File: src/rtl/jstk_pkg.sv
// Shared constants and FSM encoding for the PmodJSTK SPI responder.
package jstk_pkg;

    localparam int       DEF_FRAME_BYTES = 5;
    localparam logic [5:0] DEF_CMD_PREFIX = 6'b100000;

    // Byte 0 of the incoming frame carries the LED command.
    localparam int       BYTE_BITS    = 8;
    localparam int       CMD_BYTE_IDX = 0;
    localparam int       TX_BITS      = 40;   // X lo, X hi, Y lo, Y hi, buttons

    typedef enum logic [1:0] {
        IDLE  = 2'd0,
        SHIFT = 2'd1,
        DONE  = 2'd2,
        ERR   = 2'd3
    } state_t;

endpackage

File: src/rtl/jstk_spi_responder_pin_sync.sv
// Multi-flop synchronizer for one SPI pin with registered rise/fall events.
// level is delayed to line up with the event pulses.
module spi_pin_sync #(
    parameter int   STAGES  = 2,
    parameter logic RST_VAL = 1'b0
) (
    input  logic clk,
    input  logic rst_n,
    input  logic pin,
    output logic level,
    output logic rise,
    output logic fall
);

    logic [STAGES-1:0] sync_q;
    logic              prev_q;

    assign level = prev_q;

    // Synchronize the pin and register edge events (pin-to-event = STAGES+1 clocks).
    always_ff @(posedge clk or negedge rst_n) begin
        if (!rst_n) begin
            sync_q <= {STAGES{RST_VAL}};
            prev_q <= RST_VAL;
            rise   <= 1'b0;
            fall   <= 1'b0;
        end else begin
            sync_q <= {sync_q[STAGES-2:0], pin};
            prev_q <= sync_q[STAGES-1];
            rise   <= sync_q[STAGES-1] & ~prev_q;
            fall   <= ~sync_q[STAGES-1] & prev_q;
        end
    end

endmodule

File: src/rtl/jstk_spi_responder.sv
// SPI mode-0 responder emulating a PmodJSTK: serves X/Y/buttons, captures LED command.
// All SPI pins are oversampled on CLK; SCLK is never used as a clock.
module jstk_spi_responder
    import jstk_pkg::*;
#(
    parameter int         SYNC_STAGES = 2,
    parameter int         FRAME_BYTES = DEF_FRAME_BYTES,
    parameter logic [5:0] CMD_PREFIX  = DEF_CMD_PREFIX
) (
    input  logic       CLK,
    input  logic       RST,
    input  logic       SS,
    input  logic       SCLK,
    input  logic       MOSI,
    output logic       MISO,
    input  logic [9:0] X_POS,
    input  logic [9:0] Y_POS,
    input  logic [2:0] BTN,
    output logic [1:0] LED,
    output logic       FRAME_DONE,
    output logic       FRAME_ERR
);

    localparam logic [5:0] LAST_BIT    = 6'(FRAME_BYTES * BYTE_BITS - 1);
    localparam logic [5:0] CMD_LAST_BIT = 6'((CMD_BYTE_IDX + 1) * BYTE_BITS - 1);

    logic ss_lvl, ss_rise, ss_fall;
    logic sclk_lvl, sclk_rise_raw, sclk_fall_raw;
    logic mosi_lvl, mosi_rise, mosi_fall;
    logic unused_sync;

    spi_pin_sync #(.STAGES(SYNC_STAGES), .RST_VAL(1'b1)) u_ss_sync (
        .clk(CLK), .rst_n(RST), .pin(SS),
        .level(ss_lvl), .rise(ss_rise), .fall(ss_fall)
    );
    spi_pin_sync #(.STAGES(SYNC_STAGES), .RST_VAL(1'b0)) u_sclk_sync (
        .clk(CLK), .rst_n(RST), .pin(SCLK),
        .level(sclk_lvl), .rise(sclk_rise_raw), .fall(sclk_fall_raw)
    );
    spi_pin_sync #(.STAGES(SYNC_STAGES), .RST_VAL(1'b0)) u_mosi_sync (
        .clk(CLK), .rst_n(RST), .pin(MOSI),
        .level(mosi_lvl), .rise(mosi_rise), .fall(mosi_fall)
    );

    assign unused_sync = ^{sclk_lvl, mosi_rise, mosi_fall};

    // SCLK edges only count while selected, and an SS rise in the same cycle wins.
    logic sclk_rise, sclk_fall;
    assign sclk_rise = sclk_rise_raw & ~ss_lvl & ~ss_rise;
    assign sclk_fall = sclk_fall_raw & ~ss_lvl & ~ss_rise;

    state_t             state_q, state_d;
    logic [TX_BITS-1:0] tx_q;
    logic [7:0]         rx_q, rx_next, cmd_q;
    logic [5:0]         bit_cnt_q;
    logic               overrun_q;
    logic               led_load;
    logic [TX_BITS-1:0] snapshot;

    assign rx_next  = {rx_q[6:0], mosi_lvl};
    assign snapshot = {X_POS[7:0], 6'b0, X_POS[9:8],
                       Y_POS[7:0], 6'b0, Y_POS[9:8],
                       5'b0, BTN};

    // State register.
    always_ff @(posedge CLK or negedge RST) begin
        if (!RST) state_q <= IDLE;
        else      state_q <= state_d;
    end

    // Next-state logic.
    always_comb begin
        state_d = state_q;
        case (state_q)
            IDLE:  if (ss_fall) state_d = SHIFT;
            SHIFT: begin
                if (ss_rise)                               state_d = ERR;
                else if (sclk_rise && bit_cnt_q == LAST_BIT) state_d = DONE;
            end
            DONE:  if (ss_rise) state_d = IDLE;
            ERR:   state_d = IDLE;
            default: state_d = IDLE;
        endcase
    end

    // Frame-end pulses and LED update strobe.
    always_comb begin
        FRAME_DONE = 1'b0;
        FRAME_ERR  = 1'b0;
        led_load   = 1'b0;
        case (state_q)
            DONE: if (ss_rise) begin
                if (overrun_q) begin
                    FRAME_ERR = 1'b1;
                end else begin
                    FRAME_DONE = 1'b1;
                    led_load   = (cmd_q[7:2] == CMD_PREFIX);
                end
            end
            ERR:     FRAME_ERR = 1'b1;
            default: ;
        endcase
    end

    // Shifters, bit counter, command capture and MISO drive.
    always_ff @(posedge CLK or negedge RST) begin
        if (!RST) begin
            tx_q      <= '0;
            rx_q      <= '0;
            cmd_q     <= '0;
            bit_cnt_q <= '0;
            overrun_q <= 1'b0;
            MISO      <= 1'b0;
        end else begin
            case (state_q)
                IDLE: if (ss_fall) begin
                    tx_q      <= snapshot;
                    MISO      <= snapshot[TX_BITS-1];
                    rx_q      <= '0;
                    bit_cnt_q <= '0;
                    overrun_q <= 1'b0;
                end
                SHIFT: begin
                    if (sclk_rise) begin
                        rx_q      <= rx_next;
                        bit_cnt_q <= bit_cnt_q + 6'd1;
                        if (bit_cnt_q == CMD_LAST_BIT) cmd_q <= rx_next;
                    end else if (sclk_fall) begin
                        tx_q <= {tx_q[TX_BITS-2:0], 1'b0};
                        MISO <= tx_q[TX_BITS-2];
                    end
                end
                DONE: begin
                    MISO <= 1'b0;
                    if (sclk_rise) begin
                        rx_q      <= rx_next;
                        overrun_q <= 1'b1;
                        if (bit_cnt_q != 6'd63) bit_cnt_q <= bit_cnt_q + 6'd1;
                    end
                end
                default: MISO <= 1'b0;
            endcase
        end
    end

    // LED register only follows a well-formed frame with a matching prefix.
    always_ff @(posedge CLK or negedge RST) begin
        if (!RST)          LED <= 2'b00;
        else if (led_load) LED <= cmd_q[1:0];
    end

endmodule

File: config.mk
export PLATFORM = sky130hd
export DESIGN_NAME = jstk_spi_responder
export DESIGN_NICKNAME = d
export VERILOG_FILES = /design/src/rtl/jstk_pkg.sv /design/src/rtl/jstk_spi_responder_pin_sync.sv /design/src/rtl/jstk_spi_responder.sv
export SDC_FILE = /design/constraint.sdc
export NUM_CORES = 1
export LEC_CHECK = 0
export ABC_AREA = 1
export CORE_UTILIZATION = 30
export CTS_CLUSTER_SIZE = 8
export DETAILED_ROUTE_END_ITERATION = 8
export DONT_BUFFER_PORTS = 1
export PLACE_DENSITY = 0.45
export SETUP_SLACK_MARGIN = 0.5
export SYNTH_ARGS = -nofsm -noshare
export SYNTH_HDL_FRONTEND = slang
export SYNTH_SLANG_ARGS = --single-unit
File: constraint.sdc
create_clock -name CLK -period 1.5 [get_ports CLK]
set_clock_uncertainty 0.1 [all_clocks]
set_input_delay 0.3 -clock CLK [delete_from_list [all_inputs] [get_ports CLK]]
set_output_delay 0.3 -clock CLK [all_outputs]
set_load 0.05 [all_outputs]
After elaboration in Yosys (flattened, before gate mapping)
Index checks and enable logic that the tools add are counted.

Bits in registers: 79. Bits of input ports: 28. Output and inout bits: 5. Word-level logic and storage cells: 95.

Add/subtract/negate cells: 1. Equal/unequal tests: 16. Muxes and demuxes: 33. Bitwise gates (word level): 13. Reduce and logical (&&, ||, !) cells: 14.

Operator list (count): $mux 39 (3); $pmux 39 s2 (1); $mux 6 (4); $pmux 6 s3 (1); $reduce_and 3->1 (5); $mux 7 (2); $pmux 7 s2 (1); $mux 1 (13); $eq 6x6->1 const B (2); $ne 2x2->1 const B (5); $and 1x1->1 (8); $mux 2 (4); $pmux 2 s4 (1); $add 6x1->6 const B (1); $eq 6x3->1 const B (1); $ne 2x1->1 const B (3); $ne 6x6->1 const B (1); $pmux 1 s2 (3); $reduce_bool 2->1 (3); $not 1->1 (5); $reduce_and 5->1 (1); $eq 2x2->1 const B (2); $reduce_and 4->1 (1); $ne 3x2->1 const B (1); other kinds (5) (5).

Depth between registers and ports, before layout
Gate-level depths: netlist (run 1).

Word-level depth: 7. Mapped depth: 10.

By module
From an unflattened synthesis (run 1), not the netlist that was laid out.

Cells, all modules: 449. Area total of the unflattened synthesis: 3743.6 um^2.

Modules (own cells, without submodules): jstk_spi_responder (instances 1, cells each 422, area each 3319.4 um^2); spi_pin_sync (u_mosi_sync ...) (instances 2, cells each 9, area each 140.1 um^2); spi_pin_sync (u_ss_sync) (instances 1, cells each 9, area each 143.9 um^2).

Least setup slack after synthesis (run 1)
OpenSTA, ideal clock, no wires.

Path kind: reg2reg. Start: reg state_q[0]. End: reg LED[0]. Arrival: 1.872 ns. Required time: 1.273 ns. Path slack: -0.599 ns. Cell stages (with the launch flop): 8. Path buffers: 0. Period minus slack after synthesis: 2.099 ns. Cells stage by stage: dfrtp_1 -> inv_1 -> ha_1 -> nand2_1 -> nor2_1 -> nand4_1 -> nand2_1 -> o21ai_0.

Longest elaborated chain between the ends: 2.

Ends and longest elaborated chain: start: declaration (line jstk_spi_responder.sv:52) `state_t state_q, state_d;`; start signal: assignment (line jstk_spi_responder.sv:68) `else state_q <= state_d;`; $eq 2x2->1 (line jstk_spi_responder.sv:91) `case (state_q)`; $mux 1 (line jstk_spi_responder.sv:91); end signal: assignment (line jstk_spi_responder.sv:149) `else if (led_load) LED <= cmd_q[1:0];`; end: declaration (line jstk_spi_responder.sv:19) `output logic [1:0] LED,`.

No other way between the ends. A chain may end at the register's enable or synchronous reset.

Worst setup path in the final report (run 1)
Start: reg state_q[0]. End: reg tx_q[36].

Longest elaborated chain between the ends: 3.

Ends and longest elaborated chain: $eq 2x1->1 / $logic_not 2->1 (equally long branches) (line jstk_spi_responder.sv:115) `case (state_q)`; $ne 2x2->1 (no source line), or another cell as far along; $reduce_and 4->1 (no source line); end signal: assignment (line jstk_spi_responder.sv:117) `tx_q <= snapshot;`; end signal: assignment (line jstk_spi_responder.sv:129) `tx_q <= {tx_q[TX_BITS-2:0], 1'b0};`; end: declaration (line jstk_spi_responder.sv:53) `logic [TX_BITS-1:0] tx_q;`.

Several ways; a longest one is shown, not always the timed one.

==> summary.txt, run 1 <==
status: finished, violations left
failing checks: hold timing, setup timing
DRC viols: 0
final core occ: 44.84%
Mapped Cells: 376
max-cap violations: 0
area grow syn2layout: 45.02%
All-Layer GR Usage: 13.57%
hold_ws: -441.1 ps
number of global-route vias before repair: 2599
PD cells: 2276 nW/µm²
routed vias/inst: 4.536
clock sink count: 79
final worst-path cycle share: 120.3%
DP Cell Count: 529
Num CTS Buffers: 9
Rows: 39
Unique masters post-synth: 28
clock latency on the worst-skew pair: 330 ps
Min-Delay Path Class: primary input to async pin
Post-CTS Hold Fix Bufs: 3
DRT Pass-1 Iters: 4
Initial Utilization: 30.92%
VDD IR max: 1.170 mV
Pint: 7.464 mW
crit start category: flop
Synth Register Bits: 79
Max Clk Rate: 554.4 MHz
delay-heaviest family, CP: buffers and inverters
crit-path cells: inv_2 > buf_6 > buf_6 > ha_4 > inv_4 > buf_6 > nand2_4 > nand3_4 > buf_6 > clkbuf_16 > nand2_2 > o21ai_1
synth top area cells: dfrtp_1 (54%), nand2_1 (12%), mux2i_1 (5.9%)
critical path type: flop to flop
via count: 2631
Yosys top cell by area: dfrtp_1
WL per Instance: 13.61 µm
sequential share of power: 26.2%
pre-CTS setup slack: -90.66 ps
crit path max-delay cell type: dfrtp_1
Root Driver: clkbuf_16
Post-Route WL: 7891 µm
largest net degree at the start of global routing: 80
Buf/Inv on CP: 7
reg2reg end: tx_q[36]
switching part of the total: 36.23%
Avg Synthesized Cell Area: 9.431 µm²
Synth top area share: 53.63%
CTS tree: yes
FF-to-FF Start: state_q[0]
post-DP HPWL: 4389 µm
first-pass GRT wire length: 13170 µm
gpl congestion: 0.7486
Lkg Pwr: 2.312 nW
met2 wire length: 3919 µm
Worst setup EP type: flop
synth warn: 0
synthesized area: 3546 µm²
non-filler cells, final: 580
H-tree levels: 3
clk buf depth: 2
share of cells above drive strength 1: 38.90%
Psw: 4.240 mW
Tightest Pin Transition: 289.5 ps
Critical Path Fanout Max: 11
Port Buffers: 0
Comb power frac: 56.8%
WP data required: 1620 ps
Chip Width: 110.7 µm
clock-pin slew on the worst setup and hold paths: 60 ps
Clock power frac: 17.0%
Slew Limit Fails: 0
commonest non-fill, non-tap cells in the layout: nand2_1 (82), dfrtp_1 (73), o21ai_2 (31)
met1 WL: 3562 µm
RSZ-0062 raised after global routing: yes
CP dominant cell by count: buf_6
boundary pin count: 33
Power Total: 11.70 mW
CP Data Arrival Time: 1920 ps
post-synthesis sequential area ratio: 55.86%
Starting DRT DRC Count: 64
Die ar.: 12260 µm²
commonest non-fill, non-tap cell in the layout: nand2_1
Congestion Overflow GR: 0
WL met3: 306 µm
r2r setup slk: -300 ps
DIE HEIGHT: 110.7 µm
antenna violations before repair: 0
endpoints failing setup: 66
Final ANT Viol Nets: 0
top sig layer: met4
Crit path depth: 12
Tmin final: 1804 ps
Nets: 465
Final Hold Fails: 79
Syn Nets: 409
Max-Slew Margin vs Limit: 80.70%
core area: 11470 µm²
delay of the slowest cell on the worst path: 380 ps
Worst Slack Setup Final: -303.8 ps
n_diodes: 0
Reg2Reg Depth: 12
-- layout make-up --
| class | instances | area, µm² |
|---|---|---|
| Clock buffer | 12 | 246.5 |
| Clock inverter | 4 | 22.52 |
| Fill cell | 1046 | 6325 |
| Inverter | 30 | 120.1 |
| Multi-Input combinational cell | 252 | 1723 |
| Sequential cell | 79 | 1984 |
| Tap cell | 143 | 178.9 |
| Timing Repair Buffer | 60 | 867.1 |
-- state kept, by name (all words and copies together) (netlist names) --
name	flops
LED	2
rx_q	7
u_ss_sync.sync_q	2
u_mosi_sync.sync_q	2
tx_q	39
bit_cnt_q	6
u_sclk_sync.rise	1
u_ss_sync.rise	1
u_ss_sync.fall	1
cmd_q	8
overrun_q	1
u_sclk_sync.level	1
state_q	2
u_ss_sync.level	1
u_sclk_sync.fall	1
MISO	1
u_sclk_sync.sync_q	2
u_mosi_sync.level	1
-- worst max-delay path by stage --
stage               startpoint      endpoint  slack [ps]
CTS                 state_q[0]     FRAME_ERR        -310
detailed placement  state_q[0]      tx_q[19]         -90
global route        state_q[0]      tx_q[11]        -400
finish              state_q[0]      tx_q[36]        -300
floorplan           state_q[1]       tx_q[9]         -80
global placement    state_q[0]  bit_cnt_q[4]        -100
-- routing by layer --
layer | up-vias | GRT usage, %
met5 | - | 0
met3 | 12 | 4.101
met1 | 1244 | 17.74
met2 | 36 | 21.41
li1 | 1339 | -
met4 | 0 | 4.533
-- logic make-up (layout without fill, tap and decap cells) --
family                   Yosys count  count (layout)  synth area share (%)
AND/OR/NAND/NOR                  154             155                 18.17
flip-flops                        79              79                 55.86
AO/OA/AOI/OAI                     71              71                 12.03
buffers and inverters             46             106                 6.245
multiplexers                      21              21                 5.928
adder cells (fa/ha/maj)            5               5                 1.764
-- power by group through the flow --
stage	Clock (mW)	Sequential (mW)	Combinational (mW)
CTS	2.09	3.02	5.72
detailed placement	0	3.05	3.41
floorplan	0	2.98	2.58
global route	2.16	3.14	7.18
finish	1.99	3.07	6.64
global placement	0	3.05	3.38
-- cell usage after synthesis, drive strengths merged --
library cell and number:
a21oi 2, a22o 1, o22ai 1, mux2i 21, o21ai 63, o211ai 1, nand2 118, dfstp 3
buf 11, dfrtp 76, and3 1, clkbuf 5, ha 5, inv 30, nand4 3, nor2 19
o21bai 3, nand3 13
-- what timing repair did --
item,in CTS,in global routing
setup buffers,18,1
pin swaps,13,12
endpoints found under the hold margin,82,79
gates resized for setup,73,61
gates cloned,10,3
setup endpoints to repair,71,71
-- through the flow --
step | cell area [µm²] | hold slack, ps | setup TNS [ps]
6_report | 5142 | -441.1 | -14070
5_1_grt | 5142 | -460.9 | -20000
4_1_cts | 4873 | -457.8 | -12270
3_5_place_dp | 3941 | -91.58 | -2941
3_3_place_gp | 3941 | -92.20 | -2178
2_1_floorplan | 3627 | -95.59 | -2020
Note: power is estimated with default switching activity, not from simulation.
==> inputs of run 2 (changes only) <==
--- a/config.mk
+++ b/config.mk
@@ -11,7 +11,7 @@
 export DETAILED_ROUTE_END_ITERATION = 8
 export DONT_BUFFER_PORTS = 1
 export PLACE_DENSITY = 0.45
-export SETUP_SLACK_MARGIN = 0.5
+export SETUP_SLACK_MARGIN = 0.2
 export SYNTH_ARGS = -nofsm -noshare
 export SYNTH_HDL_FRONTEND = slang
 export SYNTH_SLANG_ARGS = --single-unit
==> run 2 against run 1 <==
Compared with the run above: the run still ends with hold timing, setup timing left; register-to-register slack worse by 60 ps; first-iteration DRC count up 91%; critical path depth is 1 higher; maximum frequency decreased by 3.1%; largest cell class unchanged.
==> summary.txt, run 2 (synthesized netlist as in run 1, its figures left out) <==
reg2reg end: tx_q[20]
Power Total: 12.66 mW
via count: 2687
Chip Width: 110.7 µm
DRT Pass-1 Iters: 4
Worst Slack Setup Final: -360.7 ps
endpoints failing setup: 58
clock sink count: 79
DIE HEIGHT: 110.7 µm
n_diodes: 0
PD cells: 2348 nW/µm²
Starting DRT DRC Count: 122
WP data required: 1630 ps
crit start category: flop
final worst-path cycle share: 124.0%
clock latency on the worst-skew pair: 340 ps
VDD IR max: 1.021 mV
Buf/Inv on CP: 8
Min-Delay Path Class: primary input to async pin
placed cell area: 3900 µm²
Top Registers: tx_q: 39 flops, cmd_q: 8 flops, rx_q: 7 flops
routed vias/inst: 4.657
clock-pin slew on the worst setup and hold paths: 60 ps
Initial Utilization: 30.92%
commonest non-fill, non-tap cells in the layout: dfrtp_1 (73), nand2_1 (53), nand2_4 (42)
Final Hold Fails: 79
number of global-route vias before repair: 2625
CP Data Arrival Time: 1990 ps
antenna violations before repair: 0
Final ANT Viol Nets: 0
CTS tree: yes
Max Clk Rate: 537.4 MHz
Largest register FFs: 39
Lkg Pwr: 2.423 nW
Reg2Reg Depth: 13
delay of the slowest cell on the worst path: 410 ps
crit-path cells: inv_2 > buf_6 > buf_6 > ha_4 > inv_4 > nor2_4 > inv_2 > nand3_4 > buf_12 > buf_12 > buf_16 > nand2_4 > o21ai_1
Most flops, register: tx_q
Finished Cell Area: 5393 µm²
Die ar.: 12260 µm²
WL per Instance: 14.36 µm
first-pass GRT wire length: 13630 µm
Root Driver: clkbuf_16
Nets: 462
H-tree levels: 3
RSZ-0062 raised after global routing: yes
area grow syn2layout: 52.08%
Port Buffers: 0
Max-Slew Margin vs Limit: 80.81%
hold_ws: -449.1 ps
commonest non-fill, non-tap cell in the layout: dfrtp_1
area of the multi-input gates: 1953 µm²
largest net degree at the start of global routing: 80
Congestion Overflow GR: 0
max-cap violations: 0
critical path type: flop to flop
Post-Route WL: 8288 µm
Tmin final: 1861 ps
Rows: 39
status: finished, violations left
crit path max-delay cell type: dfrtp_1
Slew Limit Fails: 0
boundary pin count: 33
gpl congestion: 0.7555
delay-heaviest family, CP: buffers and inverters
All-Layer GR Usage: 14.11%
r2r setup slk: -360 ps
clk buf depth: 2
failing checks: hold timing, setup timing
pre-CTS setup slack: -103.1 ps
FF-to-FF Start: state_q[0]
Fillers: 1040
Post-CTS Hold Fix Bufs: 4
register area: 1984 µm²
Worst setup EP type: flop
DRC viols: 0
share of cells above drive strength 1: 46.77%
Critical Path Fanout Max: 7
Num CTS Buffers: 9
post-DP HPWL: 4331 µm
Tightest Pin Transition: 287.8 ps
core area: 11470 µm²
==> run 2: what timing repair did <==
item | in CTS | in global routing
endpoints found under the hold margin | 83 | 79
buffers inserted | 16 | 2
endpoints found under the setup margin | 71 | 69
resized for setup | 104 | 96
pin swaps | 16 | 14
gates cloned | 11 | 4
==> run 2: stage by stage <==
stage | instances | utilization, % | TNS [ps]
finish | 577 | 47.03 | -16020
global route | 577 | 47.03 | -20630
floorplan | 376 | - | -2034
CTS | 571 | 42.75 | -15020
detailed placement | 524 | 34.01 | -3740
global placement | 524 | 34.01 | -1734
==> run 2: worst max-delay path by stage <==
stage                            to  slack (ps)  cells past startpoint       start
final                      tx_q[20]        -360                     13  state_q[0]
after global routing       tx_q[23]        -420                     13  state_q[0]
after CTS                 FRAME_ERR        -360                      6  state_q[0]
after detailed placement   tx_q[38]        -100                      5  state_q[1]
after global placement     tx_q[38]        -100                      5  state_q[1]
after floorplan              LED[0]         -80                      7  state_q[0]
==> run 2: cell type report <==
cell class	instances	share of cell area, %
Clock buffer	13	4.826
Clock inverter	3	0.3248
Inverter	30	2.181
Multi-Input combinational cell	252	36.22
Sequential cell	79	36.80
Tap cell	143	3.318
Timing Repair Buffer	57	16.33
==> run 2: routing by layer <==
| layer | up-vias | global-route usage, % | share of wire (%) |
|---|---|---|---|
| li1 | 1334 | - | - |
| met1 | 1316 | 19.39 | 47 |
| met2 | 28 | 20.41 | 48 |
| met3 | 9 | 5.358 | 4.0 |
| met4 | 0 | 4.533 | 1.1 |
| met5 | - | 0 | 0 |
==> run 2: power by group <==
| part | switching [mW] | internal (mW) |
|---|---|---|
| sequential | 0.525 | 2.67 |
| combinational | 3.43 | 3.98 |
| clock | 0.860 | 1.21 |
| total | 4.81 | 7.85 |
==> inputs of run 3 (changes only) <==
--- a/config.mk
+++ b/config.mk
@@ -11,7 +11,7 @@
 export DETAILED_ROUTE_END_ITERATION = 8
 export DONT_BUFFER_PORTS = 1
 export PLACE_DENSITY = 0.45
-export SETUP_SLACK_MARGIN = 0.2
+export SETUP_SLACK_MARGIN = 0.3
 export SYNTH_ARGS = -nofsm -noshare
 export SYNTH_HDL_FRONTEND = slang
 export SYNTH_SLANG_ARGS = --single-unit
==> run 3 against run 2 <==
Compared with the run above: the run still ends with hold timing, setup timing left; total power up 4.0%; via count rose by 1.6%; combinational power increased by 5.3%; core utilization up 0.67 points; largest cell class unchanged; flip-flop and latch count stayed put.
==> summary.txt, run 3 (synthesized netlist as in run 1, its figures left out) <==
post-DP HPWL: 4300 µm
status: finished, violations left
DRT Pass-1 Iters: 4
RSZ-0062 raised after global routing: yes
core area: 11470 µm²
critical path type: flop to output pin
Lkg Pwr: 2.458 nW
Rows: 39
commonest non-fill, non-tap cells in the layout: dfrtp_1 (73), nand2_1 (53), nand2_4 (41)
clk buf depth: 2
crit-path cells: buf_4 > ha_2 > o21bai_4 > buf_12
commonest non-fill, non-tap cell in the layout: dfrtp_1
Buf/Inv on CP: 2
Fillers: 1041
H-tree levels: 3
clock sink count: 79
crit path max-delay cell type: dfrtp_1
number of global-route vias before repair: 2708
final core occ: 47.69%
clock latency on the worst-skew pair: 340 ps
setup TNS: -16330 ps
DRC viols: 0
Most flops, register: tx_q
Top Registers: tx_q: 39 flops, cmd_q: 8 flops, rx_q: 7 flops
Worst Slack Setup Final: -351.9 ps
hold_ws: -451.7 ps
Min-Delay Path Class: primary input to async pin
Critical Path Fanout Max: 4
Congestion Overflow GR: 0
share of cells above drive strength 1: 46.56%
Root Driver: clkbuf_16
Post-Route WL: 8506 µm
area grow syn2layout: 54.23%
n_diodes: 0
Final ANT Viol Nets: 0
Port Buffers: 0
Tmin final: 1852 ps
delay-heaviest family, CP: flip-flops
Die ar.: 12260 µm²
PD cells: 2407 nW/µm²
CTS tree: yes
DIE HEIGHT: 110.7 µm
via count: 2730
FF-to-FF Start: state_q[0]
Post-CTS Hold Fix Bufs: 4
Final Hold Fails: 79
Reg2Reg Depth: 13
Chip Width: 110.7 µm
WL per Instance: 14.69 µm
Nets: 464
Num CTS Buffers: 9
routed vias/inst: 4.715
Initial Utilization: 30.92%
Max Clk Rate: 540.0 MHz
first-pass GRT wire length: 14340 µm
largest net degree at the start of global routing: 80
CP Data Arrival Time: 1450 ps
crit start category: flop
Critical path origin: state_q[0]
failing checks: hold timing, setup timing
Power Total: 13.16 mW
clock-pin slew on the worst setup and hold paths: 60 ps
Max-Slew Margin vs Limit: 80.20%
r2r setup slk: -330 ps
endpoints failing setup: 58
WP data required: 1100 ps
area of the multi-input gates: 1971 µm²
antenna violations before repair: 0
Starting DRT DRC Count: 107
final worst-path cycle share: 123.5%
reg2reg end: tx_q[22]
max-cap violations: 0
gpl congestion: 0.7555
pre-CTS setup slack: -112.5 ps
boundary pin count: 33
Tightest Pin Transition: 297.0 ps
delay of the slowest cell on the worst path: 410 ps
Slew Limit Fails: 0
register area: 1984 µm²
Worst setup EP type: output pin
VDD IR max: 1.110 mV
All-Layer GR Usage: 14.95%
Largest register FFs: 39
run 3: cell count changes in the layout (fill, tap and decap cells not counted), sizes merged:
cell / before / now
nand3: 14 / 15
bufbuf: 0 / 1
buf: 50 / 52
clkinvlp: 1 / 0
clkinv: 2 / 0
bufinv: 0 / 1
run 3: layer usage:
layer | share of wire (%) | routed length [µm] | track usage (%)
met1 | 45 | 3801 | 19.27
met2 | 49 | 4200 | 23.19
met3 | 4.7 | 401 | 5.577
met4 | 1.2 | 102 | 4.800
met5 | 0 | 0 | 0
run 3: worst max-delay path by stage:
stage / endpoint / cells after the start
2_1_floorplan: LED[0] / 7
3_3_place_gp: tx_q[38] / 5
3_5_place_dp: tx_q[38] / 5
4_1_cts: FRAME_ERR / 6
5_1_grt: tx_q[22] / 13
6_report: FRAME_ERR / 4
run 3: what timing repair did:
item,CTS,global route
setup endpoints to repair,71,71
buffers inserted,16,2
hold endpoints to repair,83,79
gates resized for setup,131,69
pin swaps,13,10
gates cloned,15,2
run 3: power breakdown:
group	leakage (nW)	total, mW	switching [mW]	internal (mW)
clock	0.138	2.17	0.834	1.34
sequential	1.02	3.20	0.533	2.67
combinational	1.30	7.79	3.55	4.24
total	2.46	13.2	4.91	8.25
run 3: final cells by class:
type	count	share of cell area, %
Clock inverter	1	0.5491
Clock buffer	15	4.713
Timing Repair Buffer	58	16.95
Tap cell	143	3.272
Sequential cell	79	36.28
Multi-Input combinational cell	253	36.03
Inverter	30	2.196
run 3: worst reg2reg max path: stages, from the launching register on:
cell and delay, ps:
dfrtp_1 400, inv_2 60, buf_6 110, buf_6 110
ha_4 160, inv_4 70, nor2_4 40, inv_4 70
buf_6 100, nand3_4 90, buf_6 150, buf_12 140
nand2_4 50, o21ai_2 50
run 3: through the flow:
step | instance area, µm² | cells
floorplan | 3623 | 376
global placement | 3900 | 524
detailed placement | 3900 | 524
CTS | 5142 | 575
global route | 5469 | 579
finish | 5469 | 579
